===== src/rtl/ecc_10_pkg.sv =====
// Shared definitions for the 10-bit ECC write encoder and read-side checker.
// Holds the default widths, the codeword width, the injection mode encodings,
// the parity function and the injection mask helper.
package ecc_10_pkg;

    localparam int unsigned DataWidth   = 10;
    localparam int unsigned ParityWidth = 5;
    localparam int unsigned CwWidth     = DataWidth + ParityWidth;

    typedef enum logic [1:0] {
        InjNone   = 2'b00,
        InjSingle = 2'b01,
        InjDouble = 2'b10
    } inj_mode_e;

    typedef enum logic [0:0] {
        StIdle,
        StArmed
    } inj_state_e;

    // Parity bits for a 10-bit payload; each check bit covers six data bits.
    function automatic logic [ParityWidth-1:0] ecc_parity(input logic [DataWidth-1:0] d);
        logic [ParityWidth-1:0] p;
        p[0] = d[0] ^ d[1] ^ d[3] ^ d[4] ^ d[6] ^ d[8];
        p[1] = d[0] ^ d[2] ^ d[3] ^ d[5] ^ d[6] ^ d[9];
        p[2] = d[1] ^ d[2] ^ d[3] ^ d[7] ^ d[8] ^ d[9];
        p[3] = d[4] ^ d[5] ^ d[6] ^ d[7] ^ d[8] ^ d[9];
        p[4] = d[0] ^ d[1] ^ d[2] ^ d[4] ^ d[5] ^ d[7];
        return p;
    endfunction

    // Bit-flip mask for an injected error. Positions beyond the codeword fold
    // to bit 0; the double-flip partner wraps from bit 14 back to bit 0.
    // The unused mode 2'b11 produces no flip.
    function automatic logic [CwWidth-1:0] inj_mask(input inj_mode_e mode,
                                                    input logic [3:0] pos);
        logic [CwWidth-1:0] m;
        logic [3:0]         p0;
        logic [3:0]         p1;
        m  = '0;
        p0 = (pos > 4'd14) ? 4'd0 : pos;
        p1 = (p0 == 4'd14) ? 4'd0 : p0 + 4'd1;
        case (mode)
            InjSingle: m[p0] = 1'b1;
            InjDouble: begin
                m[p0] = 1'b1;
                m[p1] = 1'b1;
            end
            default: m = '0;
        endcase
        return m;
    endfunction

endpackage


===== src/rtl/ecc_10_enc.sv =====
// Combinational parity generator.
// Ports:
//   data     - 10-bit payload
//   codeword - {parity[4:0], data[9:0]}
module ecc_10_enc
    import ecc_10_pkg::*;
(
    input  logic [DataWidth-1:0] data,
    output logic [CwWidth-1:0]   codeword
);

    assign codeword = {ecc_parity(data), data};

endmodule


===== src/rtl/ecc_10_wr_enc.sv =====
// ECC write-side encoder: accepts payload words, appends parity, optionally
// corrupts one word for error-injection testing, and queues codewords in a
// 2-entry buffer toward storage with an auto-incrementing address.
// Ports:
//   clk, rst_n                  - clock, async active-low reset
//   in_valid/in_ready/in_data   - upstream write handshake
//   out_valid/out_ready         - storage-side handshake
//   out_data/out_addr           - codeword and its storage address
//   inj_req/inj_mode/inj_pos    - error injection request
//   inj_done                    - one-cycle pulse on the corrupting acceptance
// Injection logic is built only when ECC_ERR_INJ_EN is defined; otherwise the
// inj_* inputs are ignored and inj_done is tied low.
module ecc_10_wr_enc
    import ecc_10_pkg::*;
#(
    parameter int unsigned DATA_WIDTH   = DataWidth,
    parameter int unsigned PARITY_WIDTH = ParityWidth,
    parameter int unsigned ADDR_WIDTH   = 4
) (
    input  logic                               clk,
    input  logic                               rst_n,
    input  logic                               in_valid,
    output logic                               in_ready,
    input  logic [DATA_WIDTH-1:0]              in_data,
    output logic                               out_valid,
    input  logic                               out_ready,
    output logic [DATA_WIDTH+PARITY_WIDTH-1:0] out_data,
    output logic [ADDR_WIDTH-1:0]              out_addr,
    input  logic                               inj_req,
    input  logic [1:0]                         inj_mode,
    input  logic [3:0]                         inj_pos,
    output logic                               inj_done
);

    localparam int unsigned CwW = DATA_WIDTH + PARITY_WIDTH;

    logic           accept;
    logic           drain;
    logic [CwW-1:0] enc_cw;
    logic [CwW-1:0] err_mask;
    logic [CwW-1:0] wr_cw;

    // ---------------------------------------------------------------------
    // Parity generation
    // ---------------------------------------------------------------------
    ecc_10_enc u_enc (
        .data     (in_data),
        .codeword (enc_cw)
    );

    assign wr_cw = enc_cw ^ err_mask;

    // ---------------------------------------------------------------------
    // Error injection FSM
    // ---------------------------------------------------------------------
`ifdef ECC_ERR_INJ_EN
    inj_state_e state_q, state_d;
    inj_mode_e  mode_q;
    logic [3:0] pos_q;
    logic       arm;

    assign arm = (state_q == StIdle) && inj_req && (inj_mode != InjNone);

    always_ff @(posedge clk or negedge rst_n) begin
        if (!rst_n) begin
            state_q <= StIdle;
            mode_q  <= InjNone;
            pos_q   <= '0;
        end else begin
            state_q <= state_d;
            if (arm) begin
                mode_q <= inj_mode_e'(inj_mode);
                pos_q  <= inj_pos;
            end
        end
    end

    always_comb begin
        state_d = state_q;
        case (state_q)
            StIdle:  if (arm)    state_d = StArmed;
            StArmed: if (accept) state_d = StIdle;
            default: state_d = StIdle;
        endcase
    end

    always_comb begin
        inj_done = 1'b0;
        err_mask = '0;
        if (state_q == StArmed && accept) begin
            inj_done = 1'b1;
            err_mask = inj_mask(mode_q, pos_q);
        end
    end
`else
    logic unused_inj;
    assign unused_inj = ^{inj_req, inj_mode, inj_pos};
    assign inj_done   = 1'b0;
    assign err_mask   = '0;
`endif

    // ---------------------------------------------------------------------
    // Two-entry output buffer
    // ---------------------------------------------------------------------
    logic [CwW-1:0]        mem_q [2];
    logic                  wr_ptr_q, wr_ptr_d;
    logic                  rd_ptr_q, rd_ptr_d;
    logic [1:0]            occ_q, occ_d;
    logic                  in_ready_q;
    logic [ADDR_WIDTH-1:0] addr_q, addr_d;

    assign accept    = in_valid && in_ready_q;
    assign drain     = out_valid && out_ready;
    assign in_ready  = in_ready_q;
    assign out_valid = (occ_q != 2'd0);
    assign out_data  = mem_q[rd_ptr_q];
    assign out_addr  = addr_q;

    always_comb begin
        occ_d    = occ_q;
        wr_ptr_d = wr_ptr_q;
        rd_ptr_d = rd_ptr_q;
        addr_d   = addr_q;
        if (accept) begin
            wr_ptr_d = ~wr_ptr_q;
        end
        if (drain) begin
            rd_ptr_d = ~rd_ptr_q;
            addr_d   = addr_q + ADDR_WIDTH'(1);
        end
        case ({accept, drain})
            2'b10:   occ_d = occ_q + 2'd1;
            2'b01:   occ_d = occ_q - 2'd1;
            default: occ_d = occ_q;
        endcase
    end

    // in_ready is registered from the post-edge occupancy so it never has a
    // combinational path from out_ready.
    always_ff @(posedge clk or negedge rst_n) begin
        if (!rst_n) begin
            mem_q[0]   <= '0;
            mem_q[1]   <= '0;
            wr_ptr_q   <= 1'b0;
            rd_ptr_q   <= 1'b0;
            occ_q      <= 2'd0;
            in_ready_q <= 1'b0;
            addr_q     <= '0;
        end else begin
            if (accept) begin
                mem_q[wr_ptr_q] <= wr_cw;
            end
            wr_ptr_q   <= wr_ptr_d;
            rd_ptr_q   <= rd_ptr_d;
            occ_q      <= occ_d;
            in_ready_q <= (occ_d < 2'd2);
            addr_q     <= addr_d;
        end
    end

endmodule


===== config.mk =====
export PLATFORM = sky130hd
export DESIGN_NAME = ecc_10_wr_enc
export DESIGN_NICKNAME = d
export VERILOG_FILES = /design/src/rtl/ecc_10_pkg.sv /design/src/rtl/ecc_10_enc.sv /design/src/rtl/ecc_10_wr_enc.sv
export SDC_FILE = /design/constraint.sdc
export NUM_CORES = 1
export LEC_CHECK = 0
export ABC_CLOCK_PERIOD_IN_PS = 2540
export CORE_MARGIN = 5
export CORE_UTILIZATION = 53
export CTS_CLUSTER_SIZE = 16
export DETAILED_ROUTE_END_ITERATION = 8
export PLACE_DENSITY = 0.84
export SYNTH_ARGS = -nofsm -noshare
export SYNTH_HDL_FRONTEND = slang
export SYNTH_SLANG_ARGS = --single-unit

===== constraint.sdc =====
create_clock -name clk -period 2.54 [get_ports clk]
set_input_delay 0.381 -clock clk [delete_from_list [all_inputs] [get_ports clk]]
set_output_delay 0.381 -clock clk [all_outputs]
set_load 0.02 [all_outputs]

# Word level (Yosys, flattened, before mapping)
# Cells that the tools add are included.
# op_classes
addsub	3
order_cmp	4
eq_ne	2
mux	7
bitwise	28
n_reduce_logical	4
# op_table
op	count
$mux W15	4
$bwmux W30	1
$xor A1 B1 Y1	24
$demux W15 S1	1
$add A4 B1 Y4 const B	1
$ge A2 B2 Y1 const B	2
$not A1 Y2	2
$pmux W2 S2	1
$logic_and A1 B1 Y1	3
$add A2 B1 Y2 const B	1
$eq A2 B1 Y1 const B	1
$eq A2 B2 Y1 const B	1
$lt A2 B1 Y1 const B	1
$lt A2 B2 Y1 const B	1
$not A1 Y1	2
$reduce_bool A2 Y1	1
$sub A2 B1 Y2 const B	1
# totals
regBits	39
in_bits	21
out_inout_bits	22
elab_cells	55

# Longest topological paths before layout
# Gate-level depths: netlist of the first run.
# depth
word_depth	6
depth_mapped	6
mapped_depth_nobuf	5

# Cells and area by module
# A second synthesis of the first run with hierarchy kept.
# unflattened
hier_cells	138
area_unflattened_um2	2023.2
# by_module_without_submodules
module	instances	cells_each	area_per_inst_um2	seq_area_each_um2
ecc_10_wr_enc	1	113	1725.4	975.9
ecc_10_enc	1	25	297.8	0.0

# Worst setup path before layout of the first run
# Ideal clock, no wire load.
# synth_timing
path_type	flip-flop to output port
start	reg rd_ptr_q
end	out out_data[0]
arrival_time_ns	1.205
setup_slack_ns	0.954
stages_incl_launch_ff	4
n_path_buf	2
path_cell_list	dfrtp_1 clkbuf_1 buf_2 mux2_2
# synth_via
elab_chain_len	4
# synth_lines
item	line_no	text
start: declaration	ecc_10_wr_enc.sv:107	logic rd_ptr_q, rd_ptr_d;
start signal: assignment	ecc_10_wr_enc.sv:154	rd_ptr_q <= rd_ptr_d;
$not A1 Y2 (implied by the code)	ecc_10_wr_enc.sv:116	assign out_data = mem_q[rd_ptr_q];
$mux W15 (implied by the code) (3 in series)	ecc_10_wr_enc.sv:116	
end: declaration	ecc_10_wr_enc.sv:27	output logic [DATA_WIDTH+PARITY_WIDTH-1:0] out_data,
# Every way passes these cells. The select of a mux whose other input is x is not followed.

# Worst setup path after layout of the first run
# layout_timing
start	reg rd_ptr_q
end	out out_data[7]
# Same word-level chain as after synthesis.

==> results.json, run 1 <==
{
  "status": "finished clean",
  "cts_setup_buffers": 0,
  "die_w_um": 69.35,
  "htreeDepth": 2,
  "fin_hold_ws_ps": 136.4,
  "post-route-drc-count": 0,
  "core_um2": 3363,
  "synth_nets": 163,
  "path_max_fanout": 8,
  "skew_ps": 5.870,
  "switching_share_pct": 36.23,
  "firstDrtPassIters": 4,
  "clock-sinks": 39,
  "drtIter0Drc": 37,
  "final_core_util_pct": 68.42,
  "ys_warn_count": 0,
  "internal_power_w": 0.001964,
  "irDropWorstVdd_uv": 763.0,
  "cts_resized": 0,
  "vias_per_cell": 5.174,
  "numCtsBuffers": 5,
  "syn-cell-area_um2": 1867,
  "maxSlewHeadroom_pct": 44.11,
  "layout.nets": 200,
  "crit_required_ps": 2160,
  "power.share.combinational_pct": 54.0,
  "grt_pass1_vias": 1272,
  "portBuffers": 34,
  "synthTopCellsByArea": "dfrtp_1 52%, mux2_2 21%, xnor3_1 6.0%",
  "track_usage_pct": 16.03,
  "pre_cts_slack_ps": 634.4,
  "maxSlewViolCount": 0,
  "clk_path_buf_depth": 2,
  "finalCritPeriodShare_pct": 88.37,
  "antenna_found_initial": 0,
  "die_h_um": 69.35,
  "layout-drive-gt1-share_pct": 26.40,
  "clock-root-buffer": "clkbuf_4",
  "ys_seq_elements": 39,
  "rsz0062_at_grt": "false",
  "cp.arrival_ps": 1860,
  "powerDensity_nw_per_um2": 1339,
  "worstSetupStartpointType": "flop",
  "avgSynthCellArea_um2": 13.33,
  "vias": 1159,
  "critPathLaunch": "rd_ptr_q",
  "clk_pin_slew_ps": 110,
  "yosysSeqAreaShare_pct": 52.28,
  "io_pins": 43,
  "synth_top_area_share_pct": 52.28,
  "initial_utilization_pct": 55.51,
  "hold_path_class": "primary input to asynchronous set/reset pin",
  "grt_pass1_wl_um": 6078,
  "dpl-instance-area_um2": 2251,
  "power_frac_clock_pct": 9.5,
  "finalHoldViolCount": 0,
  "fmaxAchievable_mhz": 445.5,
  "n_antenna_cell": 0,
  "power_leakage_nw": 1.014,
  "tns_ps": 0,
  "final_area_um2": 2301,
  "cp-end-kind": "output port",
  "critPathKind": "flop to output port",
  "fill_cells": 268,
  "insertion_delay_ps": 330,
  "post_drt_wl_per_cell_um": 15.41,
  "grt_max_degree": 40,
  "grt-ovfl-total": 0,
  "finalWeightedCongestion": 0.7496,
  "dieArea_um2": 4809,
  "layout_setup_ws_ps": 295.4,
  "worstReg2RegStart": "occ_q[0]",
  "row_count": 21,
  "postCtsHoldBufs": 0,
  "cts_tree": "yes",
  "hpwl_um": 2558,
  "seqPwrFrac_pct": 36.5,
  "synth_cell_type_count": 19,
  "timing.final.crit_period_ps": 2245,
  "yosysTopAreaCell": "dfrtp_1",
  "drv_cap": 0,
  "setup_viol": 0,
  "antenna_left": 0,
  "areaGrowthSynthToFinish_pct": 23.26,
  "drt-total-wl_um": 3452,
  "syn_inst": 140,
  "power_switching_w": 0.001116,
  "max_slew.worst_pin.slew_ps": 838.3
}
## logic make-up after synthesis
family	share of synthesized area [%]
simple gates	4.357
compound gates	3.083
buf+inv	2.078
flops	52.28
mux	21.72
other cells	0.2009
xor+xnor	14.95
fa+ha+maj	1.340
## power groups by stage
stage / clock network [W] / registers (W) / logic, W
floorplan: 0 / 0.00113 / 0.00103
global placement: 0 / 0.00111 / 0.00164
detailed placement: 0 / 0.00114 / 0.00169
CTS: 0.000305 / 0.00113 / 0.00169
global route: 0.000338 / 0.00117 / 0.00179
finish: 0.000291 / 0.00113 / 0.00166
## worst max-delay path, stage by stage, from the launching register on
cell	delay, ps
dfrtp_1	430
buf_4	210
mux2_2	350
clkdlybuf4s50_1	540
## layer usage
metal / global-route usage (%) / routed length, µm
met5: 0 / 0
met2: 28.39 / 1767
met4: 5.206 / 51
met1: 17.96 / 1445
met3: 5.507 / 187
## final timing paths
kind	to	slack [ps]	cells after the start
setup / recovery	out_data[7]	300	3
hold / removal	mem_q[2]	140	1
setup reg to reg	flop	1030	4
hold reg to reg	out_addr[3]	490	1
max in group asynchronous	mem_q[14]	1880	1
min in group clk	out_addr[3]	490	1
## sequential cells by signal (all words and copies together) (netlist names), named ones only
name and count:
in_ready 1, rd_ptr_q 1, wr_ptr_q 1, occ_q 1
mem_q 30, out_addr 4
## synthesized netlist by cell type
| cell type | instances |
|---|---|
| conb_1 | 1 |
| ha_1 | 2 |
| nand3b_1 | 1 |
| clkbuf_1 | 3 |
| nand3_1 | 1 |
| nor2_1 | 1 |
| or2_2 | 1 |
| o21ai_1 | 10 |
| nand4_1 | 1 |
| buf_4 | 1 |
| buf_2 | 4 |
| dfrtp_1 | 39 |
| xor2_1 | 8 |
| mux2_2 | 35 |
| xnor3_1 | 5 |
| nand2_1 | 14 |
| mux2_1 | 1 |
| o21a_1 | 1 |
| xnor2_1 | 11 |
## layout by cell type, fill, tap and decap left out, drive strengths merged, types with 2 or more instances in the layout
cell type	netlist	layout
dfrtp	39	39
mux2	36	36
clkdlybuf4s50	0	33
nand2	14	14
xnor2	11	11
o21ai	10	10
xor2	8	8
clkbuf	3	7
xnor3	5	5
buf	5	5
ha	2	2
## per-stage QoR
stage,std cells,power [W]
2_1_floorplan,140,0.002159
5_1_grt,224,0.003298
3_3_place_gp,216,0.002749
6_report,224,0.003080
4_1_cts,224,0.003129
3_5_place_dp,216,0.002831
## final cells by class
cell class                      instances  area, µm²  area share (%)
Clock buffer                            7      45.04           1.958
Sequential cell                        39      975.9           42.41
Multi-Input combinational cell         93      852.1           37.03
Timing Repair Buffer                   38      365.4           15.88
Clock inverter                          1      5.005          0.2175
Tap cell                               46      57.56           2.501
(Power assumes the default switching activity.)
==> run 2, diff against run 1 <==
- CORE_ASPECT_RATIO: unset -> 0.6
- RECOVER_POWER: unset -> 25
==> run 2 against run 1 <==
- critical path depth is the same
- design area grew 3.3%
- global-route usage grew 0.31 points
- clock power grew 79%
- worst hold slack gained 360 ps
- highest routed layer unchanged
==> results.json, run 2 (synthesis gave the netlist of run 1 again) <==
{
  "internal_power_w": 0.002177,
  "finalCritPeriodShare_pct": 83.11,
  "htreeDepth": 2,
  "finalWeightedCongestion": 0.7427,
  "row_count": 16,
  "track_usage_pct": 16.35,
  "layout-drive-gt1-share_pct": 27.37,
  "die_h_um": 55.97,
  "vias_per_cell": 5.214,
  "firstDrtPassIters": 4,
  "power_frac_clock_pct": 15.6,
  "grt-ovfl-total": 0,
  "cp.arrival_ps": 1730,
  "post-route-drc-count": 0,
  "drt-total-wl_um": 3614,
  "finalHoldViolCount": 0,
  "switching_share_pct": 34.57,
  "tns_ps": 0,
  "largest_reg_flops": 30,
  "hpwl_um": 2658,
  "clock-sinks": 39,
  "antenna_left": 0,
  "worstSetupStartpointType": "flop",
  "power_leakage_nw": 1.050,
  "final_cell_mix": "39 x dfrtp_1, 35 x mux2_2, 33 x clkdlybuf4s50_1",
  "final_area_um2": 2377,
  "layout.nets": 201,
  "fmaxAchievable_mhz": 473.7,
  "portBuffers": 34,
  "insertion_delay_ps": 280,
  "setup_viol": 0,
  "final_common_cell": "dfrtp_1",
  "crit_slowest_cell": "clkdlybuf4s50_1",
  "antenna_found_initial": 0,
  "clock-root-buffer": "clkbuf_8",
  "powerDensity_nw_per_um2": 1400,
  "power.share.combinational_pct": 50.7,
  "drv_cap": 0,
  "post_drt_wl_per_cell_um": 16.13,
  "grt_pass1_vias": 1301,
  "skew_ps": 5.181,
  "clk_path_buf_depth": 2,
  "power_switching_w": 0.001150,
  "areaGrowthSynthToFinish_pct": 27.35,
  "cts_setup_buffers": 0,
  "drtIter0Drc": 27,
  "grt_max_degree": 40,
  "cp-end-kind": "output port",
  "irDropWorstVdd_uv": 710.3,
  "critPathKind": "flop to output port",
  "maxSlewViolCount": 0,
  "cts_resized": 0,
  "vias": 1168,
  "slowest_delay_ps": 540,
  "die_w_um": 86.62,
  "dpl-instance-area_um2": 2262,
  "largest-register": "mem_q",
  "initial_utilization_pct": 56.17,
  "io_pins": 43,
  "rsz0062_at_grt": "false",
  "core_um2": 3323,
  "numCtsBuffers": 5,
  "hold_path_class": "flop to flop",
  "path_max_fanout": 9,
  "n_antenna_cell": 0,
  "worstPathCellList": "buf_4 -> mux2_2 -> clkdlybuf4s50_1",
  "seqPwrFrac_pct": 33.7,
  "maxSlewHeadroom_pct": 36.62,
  "postCtsHoldBufs": 0,
  "status": "finished clean",
  "clk_pin_slew_ps": 70,
  "max_slew.worst_pin.slew_ps": 950.7,
  "cts_tree": "yes",
  "grt_pass1_wl_um": 6141,
  "timing.final.crit_period_ps": 2111,
  "dieArea_um2": 4848,
  "fin_hold_ws_ps": 496.0,
  "crit_required_ps": 2160
}
[run 2: routing by layer]
| layer | track usage [%] | routed length [µm] |
|---|---|---|
| met1 | 22.27 | 1635 |
| met2 | 25.16 | 1785 |
| met3 | 4.734 | 157 |
| met4 | 5.111 | 35 |
| met5 | 0 | 0 |
[run 2: layout make-up]
class	count	area, µm²
clock buffer	6	82.58
clock inverter	2	35.03
timing repair buffer	39	375.4
sequential	39	975.9
fill	233	945.9
tap	45	56.30
multi-input combinational	93	852.1
[run 2: critical path, delay by kind of cell, from the launching register on]
family	cells	cell delay, ps
buffers and inverters	2	730
DFF	1	350
muxes	1	360
[run 2: worst paths after layout]
| check | from | endpoint | slack, ps | cells past startpoint |
|---|---|---|---|---|
| setup / recovery | rd_ptr_q | out_data[14] | 430 | 3 |
| hold / removal | out_addr[3] | out_addr[3] | 500 | 1 |
| setup reg to reg | occ_q[0] | flop | 1030 | 4 |
| hold reg to reg | out_addr[3] | out_addr[3] | 500 | 1 |
| max in group asynchronous | rst_n | mem_q[5] | 1170 | 2 |
| min in group asynchronous | rst_n | mem_q[26] | 770 | 2 |
[run 2: metrics by stage]
step	total power (W)	setup WS (ps)	cells	utilization (%)
3_5_place_dp	0.002833	581.1	216	68.07
4_1_cts	0.003367	417.6	224	71.61
3_3_place_gp	0.002749	686.5	216	68.07
6_report	0.003328	429.0	224	71.54
2_1_floorplan	0.002159	954.2	140	-
5_1_grt	0.003536	378.4	224	71.54
[run 2: power groups by stage]
| stage | clock network [W] | logic, W | registers [W] |
|---|---|---|---|
| 2_1_floorplan | 0 | 0.00103 | 0.00113 |
| 3_3_place_gp | 0 | 0.00165 | 0.00110 |
| 3_5_place_dp | 0 | 0.00170 | 0.00113 |
| 4_1_cts | 0.000532 | 0.00171 | 0.00112 |
| 5_1_grt | 0.000561 | 0.00181 | 0.00116 |
| 6_report | 0.000520 | 0.00169 | 0.00112 |
